[src/rtl/sr04_uart_pkg.sv]
// Shared types and constants for the SR04 distance-to-ASCII frame transmitter.
// Frame layout depends on SR04_UNIT_SUFFIX_EN ("DDDcm\r\n" when defined, "DDD\r\n" otherwise).
package sr04_uart_pkg;

  typedef enum logic [1:0] {
    S_IDLE = 2'd0,
    S_HUND = 2'd1,
    S_TENS = 2'd2,
    S_SEND = 2'd3
  } state_t;

  localparam logic [7:0] ASCII_0  = 8'h30;
  localparam logic [7:0] ASCII_C  = 8'h63;
  localparam logic [7:0] ASCII_M  = 8'h6D;
  localparam logic [7:0] ASCII_CR = 8'h0D;
  localparam logic [7:0] ASCII_LF = 8'h0A;

  localparam int FRAME_LEN_SUFFIX   = 7;
  localparam int FRAME_LEN_NOSUFFIX = 5;

`ifdef SR04_UNIT_SUFFIX_EN
  localparam int FRAME_LEN = FRAME_LEN_SUFFIX;
`else
  localparam int FRAME_LEN = FRAME_LEN_NOSUFFIX;
`endif

  function automatic logic [7:0] digit_to_ascii(input logic [3:0] d);
    return ASCII_0 + {4'h0, d};
  endfunction

endpackage

[src/rtl/bin2dec_sub_seq.sv]
// Repeated-subtraction binary-to-decimal converter, one subtraction per cycle.
// The owner sequences it: i_start loads, i_hund_step / i_tens_step enable each phase.
module bin2dec_sub_seq #(
  parameter int DIST_W = 9
) (
  input  logic              i_clk,
  input  logic              i_rst_n,
  input  logic              i_start,
  input  logic [DIST_W-1:0] i_value,
  input  logic              i_hund_step,
  input  logic              i_tens_step,
  output logic              o_hund_done,
  output logic              o_ready,
  output logic [3:0]        o_hund,
  output logic [3:0]        o_tens,
  output logic [3:0]        o_ones
);

  logic [DIST_W-1:0] r_rem;
  logic [3:0]        r_hund;
  logic [3:0]        r_tens;
  logic              w_ge100;
  logic              w_ge10;

  assign w_ge100     = (r_rem >= DIST_W'(100));
  assign w_ge10      = (r_rem >= DIST_W'(10));
  assign o_hund_done = !w_ge100;
  assign o_ready     = !w_ge10;
  assign o_hund      = r_hund;
  assign o_tens      = r_tens;
  // Once the tens phase is exhausted the remainder is the ones digit and stays put.
  assign o_ones      = r_rem[3:0];

  always_ff @(posedge i_clk or negedge i_rst_n) begin
    if (!i_rst_n) begin
      r_rem  <= '0;
      r_hund <= '0;
      r_tens <= '0;
    end else if (i_start) begin
      r_rem  <= i_value;
      r_hund <= '0;
      r_tens <= '0;
    end else if (i_hund_step && w_ge100) begin
      r_rem  <= r_rem - DIST_W'(100);
      r_hund <= r_hund + 4'd1;
    end else if (i_tens_step && w_ge10) begin
      r_rem  <= r_rem - DIST_W'(10);
      r_tens <= r_tens + 4'd1;
    end
  end

endmodule

[src/rtl/sr04_dist_ascii_tx.sv]
// Latches an SR04 distance on done, converts it to 3 decimal digits and pushes an ASCII frame
// into a UART TX FIFO. SR04_UNIT_SUFFIX_EN adds the "cm" suffix to the frame.
module sr04_dist_ascii_tx
  import sr04_uart_pkg::*;
#(
  parameter int DIST_W   = 9,
  parameter int MAX_DIST = 400
) (
  input  logic              clk,
  input  logic              reset,
  input  logic              done,
  input  logic [DIST_W-1:0] distance,
  input  logic              tx_full,
  output logic              push,
  output logic [7:0]        tx_data,
  output logic              busy,
  output logic              dropped,
  output state_t            dbg_state
);

  // FIFO handshake: a byte transfers on every cycle where push is high (push = SEND && !tx_full);
  // tx_data is stable until it transfers, so back-pressure never skips or repeats a byte.

  localparam logic [2:0] LAST_IDX = 3'(FRAME_LEN - 1);

  state_t            r_state;
  state_t            w_next;
  logic [2:0]        r_byte_idx;
  logic [DIST_W-1:0] w_clamped;
  logic              w_start;
  logic              w_hund_done;
  logic              w_ready;
  logic [3:0]        w_hund;
  logic [3:0]        w_tens;
  logic [3:0]        w_ones;
  logic [7:0]        w_byte;

  assign w_clamped = (distance > DIST_W'(MAX_DIST)) ? DIST_W'(MAX_DIST) : distance;
  assign w_start   = (r_state == S_IDLE) && done;
  assign busy      = (r_state != S_IDLE);
  assign dropped   = done && busy;
  assign dbg_state = r_state;

  bin2dec_sub_seq #(.DIST_W(DIST_W)) u_bin2dec (
    .i_clk       (clk),
    .i_rst_n     (reset),
    .i_start     (w_start),
    .i_value     (w_clamped),
    .i_hund_step (r_state == S_HUND),
    .i_tens_step (r_state == S_TENS),
    .o_hund_done (w_hund_done),
    .o_ready     (w_ready),
    .o_hund      (w_hund),
    .o_tens      (w_tens),
    .o_ones      (w_ones)
  );

  always_comb begin
    w_byte = 8'h00;
    case (r_byte_idx)
      3'd0: w_byte = digit_to_ascii(w_hund);
      3'd1: w_byte = digit_to_ascii(w_tens);
      3'd2: w_byte = digit_to_ascii(w_ones);
`ifdef SR04_UNIT_SUFFIX_EN
      3'd3: w_byte = ASCII_C;
      3'd4: w_byte = ASCII_M;
      3'd5: w_byte = ASCII_CR;
      3'd6: w_byte = ASCII_LF;
`else
      3'd3: w_byte = ASCII_CR;
      3'd4: w_byte = ASCII_LF;
`endif
      default: w_byte = 8'h00;
    endcase
  end

  always_comb begin
    w_next  = r_state;
    push    = 1'b0;
    tx_data = 8'h00;
    case (r_state)
      S_IDLE: if (done) w_next = S_HUND;
      S_HUND: if (w_hund_done) w_next = S_TENS;
      S_TENS: if (w_ready) w_next = S_SEND;
      S_SEND: begin
        tx_data = w_byte;
        push    = !tx_full;
        if (push && (r_byte_idx == LAST_IDX)) w_next = S_IDLE;
      end
      default: w_next = S_IDLE;
    endcase
  end

  always_ff @(posedge clk or negedge reset) begin
    if (!reset) begin
      r_state    <= S_IDLE;
      r_byte_idx <= '0;
    end else begin
      r_state <= w_next;
      if (r_state == S_TENS && w_ready) r_byte_idx <= '0;
      else if (push) r_byte_idx <= r_byte_idx + 3'd1;
    end
  end

endmodule

[config.mk]
export PLATFORM = sky130hd
export DESIGN_NAME = sr04_dist_ascii_tx
export DESIGN_NICKNAME = d
export VERILOG_FILES = /design/src/rtl/sr04_uart_pkg.sv /design/src/rtl/bin2dec_sub_seq.sv /design/src/rtl/sr04_dist_ascii_tx.sv
export SDC_FILE = /design/constraint.sdc
export NUM_CORES = 1
export LEC_CHECK = 0
export CORE_UTILIZATION = 30
export DETAILED_ROUTE_END_ITERATION = 16
export SYNTH_ARGS = -nofsm -noshare
export SYNTH_HDL_FRONTEND = slang
export SYNTH_SLANG_ARGS = --single-unit
[constraint.sdc]
create_clock -name clk -period 2.3 [get_ports clk]
set_input_delay 0.575 -clock clk [delete_from_list [all_inputs] [get_ports clk]]
set_output_delay 0.575 -clock clk [all_outputs]
set_load 0.02 [all_outputs]
# --- Word level (Yosys, flattened, before mapping) ---
# Index checks and enable logic that the tools add are counted.
op_classes:
  reduce_logical: 17
  addsub: 8
  muxes: 19
  magnitude_cmp: 3
  n_eq_ne: 12
ops:
  columns: ["cell", "count"]
  rows:
  - ["$mux W9", 4]
  - ["$pmux W7 S5", 1]
  - ["$add A6 B4 Y7 const A", 3]
  - ["$mux W4", 5]
  - ["$ge A9 B4 Y1 const B", 1]
  - ["$ge A9 B7 Y1 const B", 1]
  - ["$gt A9 B9 Y1 const B", 1]
  - ["$sub A9 B4 Y9 const B", 1]
  - ["$sub A9 B7 Y9 const B", 1]
  - ["$add A4 B1 Y4 const B", 2]
  - ["$mux W2", 4]
  - ["$mux W8", 1]
  - ["$ne A2 B2 Y1 const B", 4]
  - ["$pmux W2 S4", 1]
  - ["$reduce_bool A2 Y1", 4]
  - ["$eq A3 B2 Y1 const B", 2]
  - ["$logic_and A1 B1 Y1", 6]
  - ["$mux W3", 2]
  - ["$eq A2 B2 Y1 const B", 2]
  - ["$reduce_and A4 Y1", 1]
  - ["$add A3 B1 Y3 const B", 1]
  - ["$eq A3 B1 Y1 const B", 1]
  - ["$eq A3 B3 Y1 const B", 1]
  - ["$logic_not A3 Y1", 1]
  - ["other kinds (7)", 8]
totals:
  register_bits: 22
  output_inout_bits: 13
  input_bits: 13

# --- Longest topological paths before layout ---
# Gate-level depths: netlist (run 1).
logic_depth:
  word_depth: 5
  mapped_depth: 8

# --- Cells and area by module ---
# From an unflattened synthesis (run 1), not the netlist that was laid out.
hier_totals:
  hier_cells: 201
  hier_area_um2: 1788.0
modules_own_cells:
  columns: ["module", "area_each_um2", "cells_per_inst", "instances"]
  rows:
  - ["bin2dec_sub_seq", 1166.1, 127, 1]
  - ["sr04_dist_ascii_tx", 621.8, 74, 1]

# --- Least setup slack after synthesis (run 1) ---
# No wires, ideal clock.
synth_timing:
  path_type: "register to output"
  start: "reg r_byte_idx[0]"
  end: "out tx_data[3]"
  n_path_buf: 0
  path_slack_ns: -0.144
  path_stages_with_launch: 7
  arrival_ns: 1.869
  cell_sequence: "dfrtp_1 inv_1 ha_1 nor3_1 nor3_1 o21bai_1 o31a_1"
synth_between:
  elab_chain_cells: 3
synth_lines:
  columns: ["item", "line", "rtl"]
  rows:
  - ["from (decl)", "sr04_dist_ascii_tx.sv:28", "logic [2:0] r_byte_idx;"]
  - ["from (signal assigned)", "sr04_dist_ascii_tx.sv:101", "else if (push) r_byte_idx <= r_byte_idx + 3'd1;"]
  - ["$eq A3 B3 Y1, or another cell as far along", "sr04_dist_ascii_tx.sv:60", "case (r_byte_idx)"]
  - ["$pmux W7 S5 (*)", "sr04_dist_ascii_tx.sv:60", null]
  - ["$mux W8 (*)", "sr04_dist_ascii_tx.sv:81", "case (r_state)"]
  - ["to (decl)", "sr04_dist_ascii_tx.sv:15", "output logic [7:0] tx_data,"]
# Mark *: on every way between the ends. The rest lies on a longest branch, timed or not.

# --- Worst setup path after layout (run 1) ---
layout_timing:
  start: "reg r_byte_idx[1]"
  end: "out tx_data[2]"
# Same word-level chain as after synthesis.

==> out/results.ini, run 1 <==
[drt]
ant_nets=0
drc=0
viasPerCell=5.08
wire_per_inst_um=14.5
dr.pass1.iters=4
routed_wirelength_mm=5.00
drt-initial-drc-count=103
vias=1751

[outcome]
status=finished, violations left
violations=setup timing

[critical_path]
worst_setup_path_end_kind=primary output
cp-start-kind=flop
arrival_ps=1740
path_cells=buf_6 > ha_4 > a222oi_1 > nor2_1 > o21a_1 > buf_6
reg2regPathDepth=8
slowest_stage=dfrtp_1
cp_max_fo=5
crit_path_max_incr_delay_ps=430
crit_top_cell=buf_6
critical_path_class=reg2out
rrSetupSlack_ps=110
crit_required_ps=1730
r2r_end=u_bin2dec.r_rem[3]
r2r-start=u_bin2dec.r_rem[3]

[min_path]
holdPathEnd=u_bin2dec.o_hund[1]
min_path_type=reg2reg
worstHoldPathCells=2
hold_start=u_bin2dec.o_hund[1]

[clock_network]
cts.sinks=22
clk_pin_slew_ps=90
cts_tree=yes
cts_hold_buf=0
clk_latency_ps=270
cts_root_buf=clkbuf_8
clockBufferDepth=2
numCtsBuffers=3
htreeDepth=1

[yosys]
synth_cell_types=56
synth_seq_area_share_pct=29.5
yosysTopAreaCellShare_pct=29.5
synth.largest_area_cell=dfrtp_1
ys.warnings.count=0
synth_edf_count=0
synthTopCellsByCount=dfrtp_1, nor2_1, ha_1, inv_1, nand2_1
synth_ff_type=dfrtp_1
synth_area_mm2=0.00187
async_reset_ff_share_pct=100
syn_avg_cell_area_um2=8.97
syn_inst=208
synth_area_leaders=dfrtp_1, ha_1, nor2_1
ys_seq_elements=22

[power_and_ir_drop]
powerDensity_mw_per_mm2=1380
leakage_nw=1.15
peakVddDrop_mv=0.661

[sta]
fin_crit_ps=2320
hold_ws_ps=579
fmax_ghz=0.431
slew_viol_final=0
skew_ps=6.44
maxSlewHeadroom_pct=66.5
worst_slew_pin_slew_ps=496
fin_ws_ps=-18.4
rsz0062_at_grt=true
post-route-period-util_pct=101
setup_viol=4
hold_violations=0

[placement]
portBuffers=23
gp_congestion=0.818
hpwl_mm=3.78
placed_cells=336

[run]
maxCapViolCount=0

[final_layout]
drive_above_1_share_pct=29.3
finalNetCount=302
seqCellArea_um2=552
multi_input_area_mm2=0.00124
fill_cells=606
antenna_cells=0
stdcell_count=345
syn2layout_area_growth_pct=38.9

[global_routing]
grt_max_degree=23
antenna_found_initial=0
grt_pass1_vias=1699
grt_pass1_wl_mm=8.32
overflow=0
grtUsageTotal_pct=16.7

[die]
start_util_pct=31.3
die_w_um=80.9
chipHeight_um=80.9
rows=28
core_mm2=0.00596
dieArea_mm2=0.00654
io_pins=26

==> critical path, delay by kind of cell (launching register included) <==
| family | cells | cell delay, ps |
|---|---|---|
| compound gates | 2 | 520 |
| flops | 1 | 430 |
| simple gates | 1 | 90 |
| fa+ha+maj | 1 | 170 |
| buf+inv | 2 | 270 |
==> cell usage in the layout, fill, tap and decap left out, drive strengths merged, types with 4 or more instances in the layout <==
master         instances
a21oi                  9
a221oi                 5
a22oi                  4
a31oi                  6
and2                   4
buf                   51
clkbuf                 4
clkdlybuf4s50         14
dfrtp                 22
dlygate4sd2            4
ha                    18
inv                   15
nand2                 14
nand3                  4
nor2                  22
nor3                   6
o211ai                 4
o21ai                  7
xnor2                  8
==> cell type report <==
cell class / instances / share of cell area (%)
multi-input cells: 159 / 47.9
repair buffers: 70 / 22.9
flip-flops and latches: 22 / 21.3
well taps: 75 / 3.62
inverters: 15 / 2.17
clock buffers: 4 / 2.12
==> state kept, by name, indices dropped and copies added (netlist names) <==
register and cells:
dbg_state 2, u_bin2dec.o_hund 4, u_bin2dec.r_rem 9, u_bin2dec.o_tens 4
r_byte_idx 3
==> power breakdown <==
| part | internal (mW) | total [mW] | switching [mW] |
|---|---|---|---|
| registers | 0.560 | 0.770 | 0.210 |
| clock network | 0.153 | 0.300 | 0.147 |
| logic | 1.27 | 2.51 | 1.23 |
==> how the worst max path moves through the flow <==
| stage | slack (ps) | depth (start not counted) | from | endpoint |
|---|---|---|---|---|
| floorplan | 90 | 6 | r_byte_idx[0] | tx_data[3] |
| global placement | -170 | 7 | r_byte_idx[0] | tx_data[3] |
| detailed placement | -210 | 7 | r_byte_idx[0] | tx_data[3] |
| CTS | -30 | 6 | r_byte_idx[1] | tx_data[0] |
| global route | -90 | 7 | r_byte_idx[1] | tx_data[2] |
| finish | -20 | 6 | r_byte_idx[1] | tx_data[2] |
==> what timing repair did <==
| item | CTS | global route |
|---|---|---|
| resized for setup | 35 | 14 |
| setup endpoints to repair | 9 | 11 |
| buffers inserted | 3 | 2 |
| pin swaps | 4 | 8 |
==> stage by stage <==
step | TNS [ps] | instance area, um2 | total power, mW | worst slack (ps) | util (%)
after detailed placement | -914 | 2430 | 3.10 | -210 | 40.8
after CTS | -54.3 | 2540 | 3.51 | -32.7 | 42.6
after global placement | -748 | 2430 | 3.04 | -168 | 40.8
after global routing | -314 | 2590 | 3.90 | -85.1 | 43.5
final | -55.3 | 2590 | 3.58 | -18.4 | 43.5
after floorplan | 0 | 1870 | 2.21 | 89.4 | -
==> per-layer routing <==
metal / vias up / global-route usage (%) / routed length, um
li1: 878 / - / -
met1: 840 / 22.5 / 2480
met2: 31 / 27.0 / 2320
met3: 2 / 2.92 / 168
met4: 0 / 5.00 / 35
met5: - / 0 / 0
==> cell families (layout without fill, tap and decap cells) <==
family | count (synthesis) | count (layout) | synth area share (%)
flip-flops | 22 | 22 | 29.5
adder cells (fa/ha/maj) | 18 | 18 | 12.1
AND/OR/NAND/NOR | 62 | 62 | 16.0
XOR/XNOR | 11 | 11 | 5.16
AO/OA/AOI/OAI | 63 | 63 | 27.5
buffers and inverters | 28 | 89 | 7.64
other | 1 | 2 | 0.201
multiplexers | 3 | 3 | 1.88
No activity file was read; power rests on OpenSTA's default activity.
==> inputs of run 2 (changes only) <==
--- a/config.mk
+++ b/config.mk
@@ -7,6 +7,7 @@
 export LEC_CHECK = 0
 export CORE_UTILIZATION = 30
 export DETAILED_ROUTE_END_ITERATION = 16
+export SLEW_MARGIN = 20
 export SYNTH_ARGS = -nofsm -noshare
 export SYNTH_HDL_FRONTEND = slang
 export SYNTH_SLANG_ARGS = --single-unit
==> results of run 2 <==
The final DEF is identical to that of run 1; final timing and power are the same.
==> inputs of run 3 (changes only) <==
==> constraint.sdc (replaced) <==
create_clock -name clk -period 2.5 [get_ports clk]
set_input_delay 0.625 -clock clk [delete_from_list [all_inputs] [get_ports clk]]
set_output_delay 0.625 -clock clk [all_outputs]
set_load 0.02 [all_outputs]
==> out/results.ini, run 3 (synthesized netlist as in run 1, its figures left out) <==
[placement]
dpl_worst_slack_ps=-148
gp_congestion=0.783
hpwl_mm=3.59
portBuffers=23
placed_cells=319

[clock_network]
numCtsBuffers=3
cts_root_buf=clkbuf_8
clockBufferDepth=2
cts.sinks=22
cts_tree=yes
htreeDepth=1
clk_pin_slew_ps=90
clk_latency_ps=270

[critical_path]
cp_max_fo=5
slowest_stage=dfrtp_1
critical_path_class=reg2out
arrival_ps=1830
worst_setup_path_end_kind=primary output
path_cells=inv_1 > ha_2 > nor3_2 > nor3_2 > buf_4 > buf_4 > clkdlybuf4s15_1
cp_top_family=buffers and inverters
crit_required_ps=1880
crit_buf_inv=4
cp-start-kind=flop
crit_path_max_incr_delay_ps=420

[global_routing]
grtUsageTotal_pct=15.6
antenna_found_initial=0
grt_pass1_wl_mm=7.91
grt_max_degree=23
overflow=0
grt_pass1_vias=1640

[final_layout]
stdcell_count=326
finalNetCount=284
drive_above_1_share_pct=21.9
final_common_cell=buf_4
antenna_cells=0
fill_cells=609
largest_reg_flops=9
final_cell_mix=buf_4, nor2_1, dfrtp_1, clkdlybuf4s50_1
regMostFlops=u_bin2dec.r_rem
syn2layout_area_growth_pct=28.2

[sta]
fin_crit_ps=2460
setup_viol=0
fmax_ghz=0.407
maxSlewHeadroom_pct=61.9
fin_ws_ps=42.4
post-route-period-util_pct=98.3
worst_slew_pin_slew_ps=570
hold_violations=0
slew_viol_final=0
hold_ws_ps=567
skew_ps=4.68

[drt]
wire_per_inst_um=14.7
drc=0
vias=1679
routed_wirelength_mm=4.78
dr.pass1.iters=4
drt-initial-drc-count=75
ant_nets=0
viasPerCell=5.15

[power_and_ir_drop]
powerDensity_mw_per_mm2=1240
leakage_nw=1.06
peakVddDrop_mv=0.599

[die]
rows=28
start_util_pct=31.3
io_pins=26
chipHeight_um=80.9
die_w_um=80.9
dieArea_mm2=0.00654
core_mm2=0.00596

[min_path]
min_path_type=reg2reg

[run]
maxCapViolCount=0

[outcome]
status=finished, final reports clean

==> run 3: cell types whose count changed in the layout (fill, tap and decap cells not counted), moves of 4 or more <==
cell	delta
buf_6	-7
buf_4	-15
buf_2	+4
dlygate4sd2_1	-4
==> run 3: report_power, final <==
| part | switching [mW] | internal (mW) | leakage, nW | total, mW |
|---|---|---|---|---|
| clock | 0.123 | 0.108 | 0.0216 | 0.231 |
| sequential | 0.215 | 0.513 | 0.267 | 0.728 |
| combinational | 1.04 | 0.961 | 0.767 | 2.00 |
| total | 1.38 | 1.58 | 1.06 | 2.96 |
==> run 3: layout make-up <==
type	count	area, um2	area share [%]
inverters	15	56.3	2.35
repair buffers	52	433	18.1
clock buffers	3	41.3	1.73
flip-flops and latches	22	551	23.0
multi-input cells	159	1220	50.9
well taps	75	93.8	3.92
==> run 3: per-stage QoR <==
step	instance area, um2	setup TNS (ps)	util (%)	power, mW
2_1_floorplan	1870	0	-	2.03
3_3_place_gp	2290	-223	38.5	2.62
3_5_place_dp	2290	-513	38.5	2.65
4_1_cts	2360	0	39.7	2.91
5_1_grt	2390	-56.7	40.1	3.25
6_report	2390	0	40.1	2.96
==> run 3: worst min-delay path, cell delays in order (launching register included) <==
cell and delay (ps):
dfrtp_1 370, xnor2_1 130, nor2_1 40
==> run 3: what timing repair did <==
item	4_1_cts	5_1_grt
hold buffers	0	0
pin swaps	1	4
endpoints found under the setup margin	6	6
gates resized for setup	17	15
buffers inserted	2	2
==> run 3: layer usage <==
| layer | vias to the layer above | global-route usage [%] | routed length (um) | part of all wire, % |
|---|---|---|---|---|
| met1 | 800 | 21.7 | 2320 | 49 |
| li1 | 840 | - | - | - |
| met4 | 0 | 3.57 | 19 | 0.40 |
| met3 | 2 | 2.47 | 220 | 4.6 |
| met2 | 37 | 25.2 | 2220 | 46 |
| met5 | - | 0 | 0 | 0 |
==> run 3: path summary, 6_finish.rpt <==
kind | startpoint | end | slack, ps | depth (start not counted)
worst max-delay path | r_byte_idx[0] | tx_data[4] | 40 | 7
worst min-delay path | u_bin2dec.o_hund[3] | u_bin2dec.o_hund[3] | 570 | 2
worst max register to register | u_bin2dec.r_rem[2] | dbg_state[1] | 160 | 7
worst min register to register | u_bin2dec.o_hund[3] | u_bin2dec.o_hund[3] | 570 | 2
max in group asynchronous | reset | u_bin2dec.r_rem[5] | 1540 | 2
min in group asynchronous | reset | u_bin2dec.o_tens[1] | 720 | 2
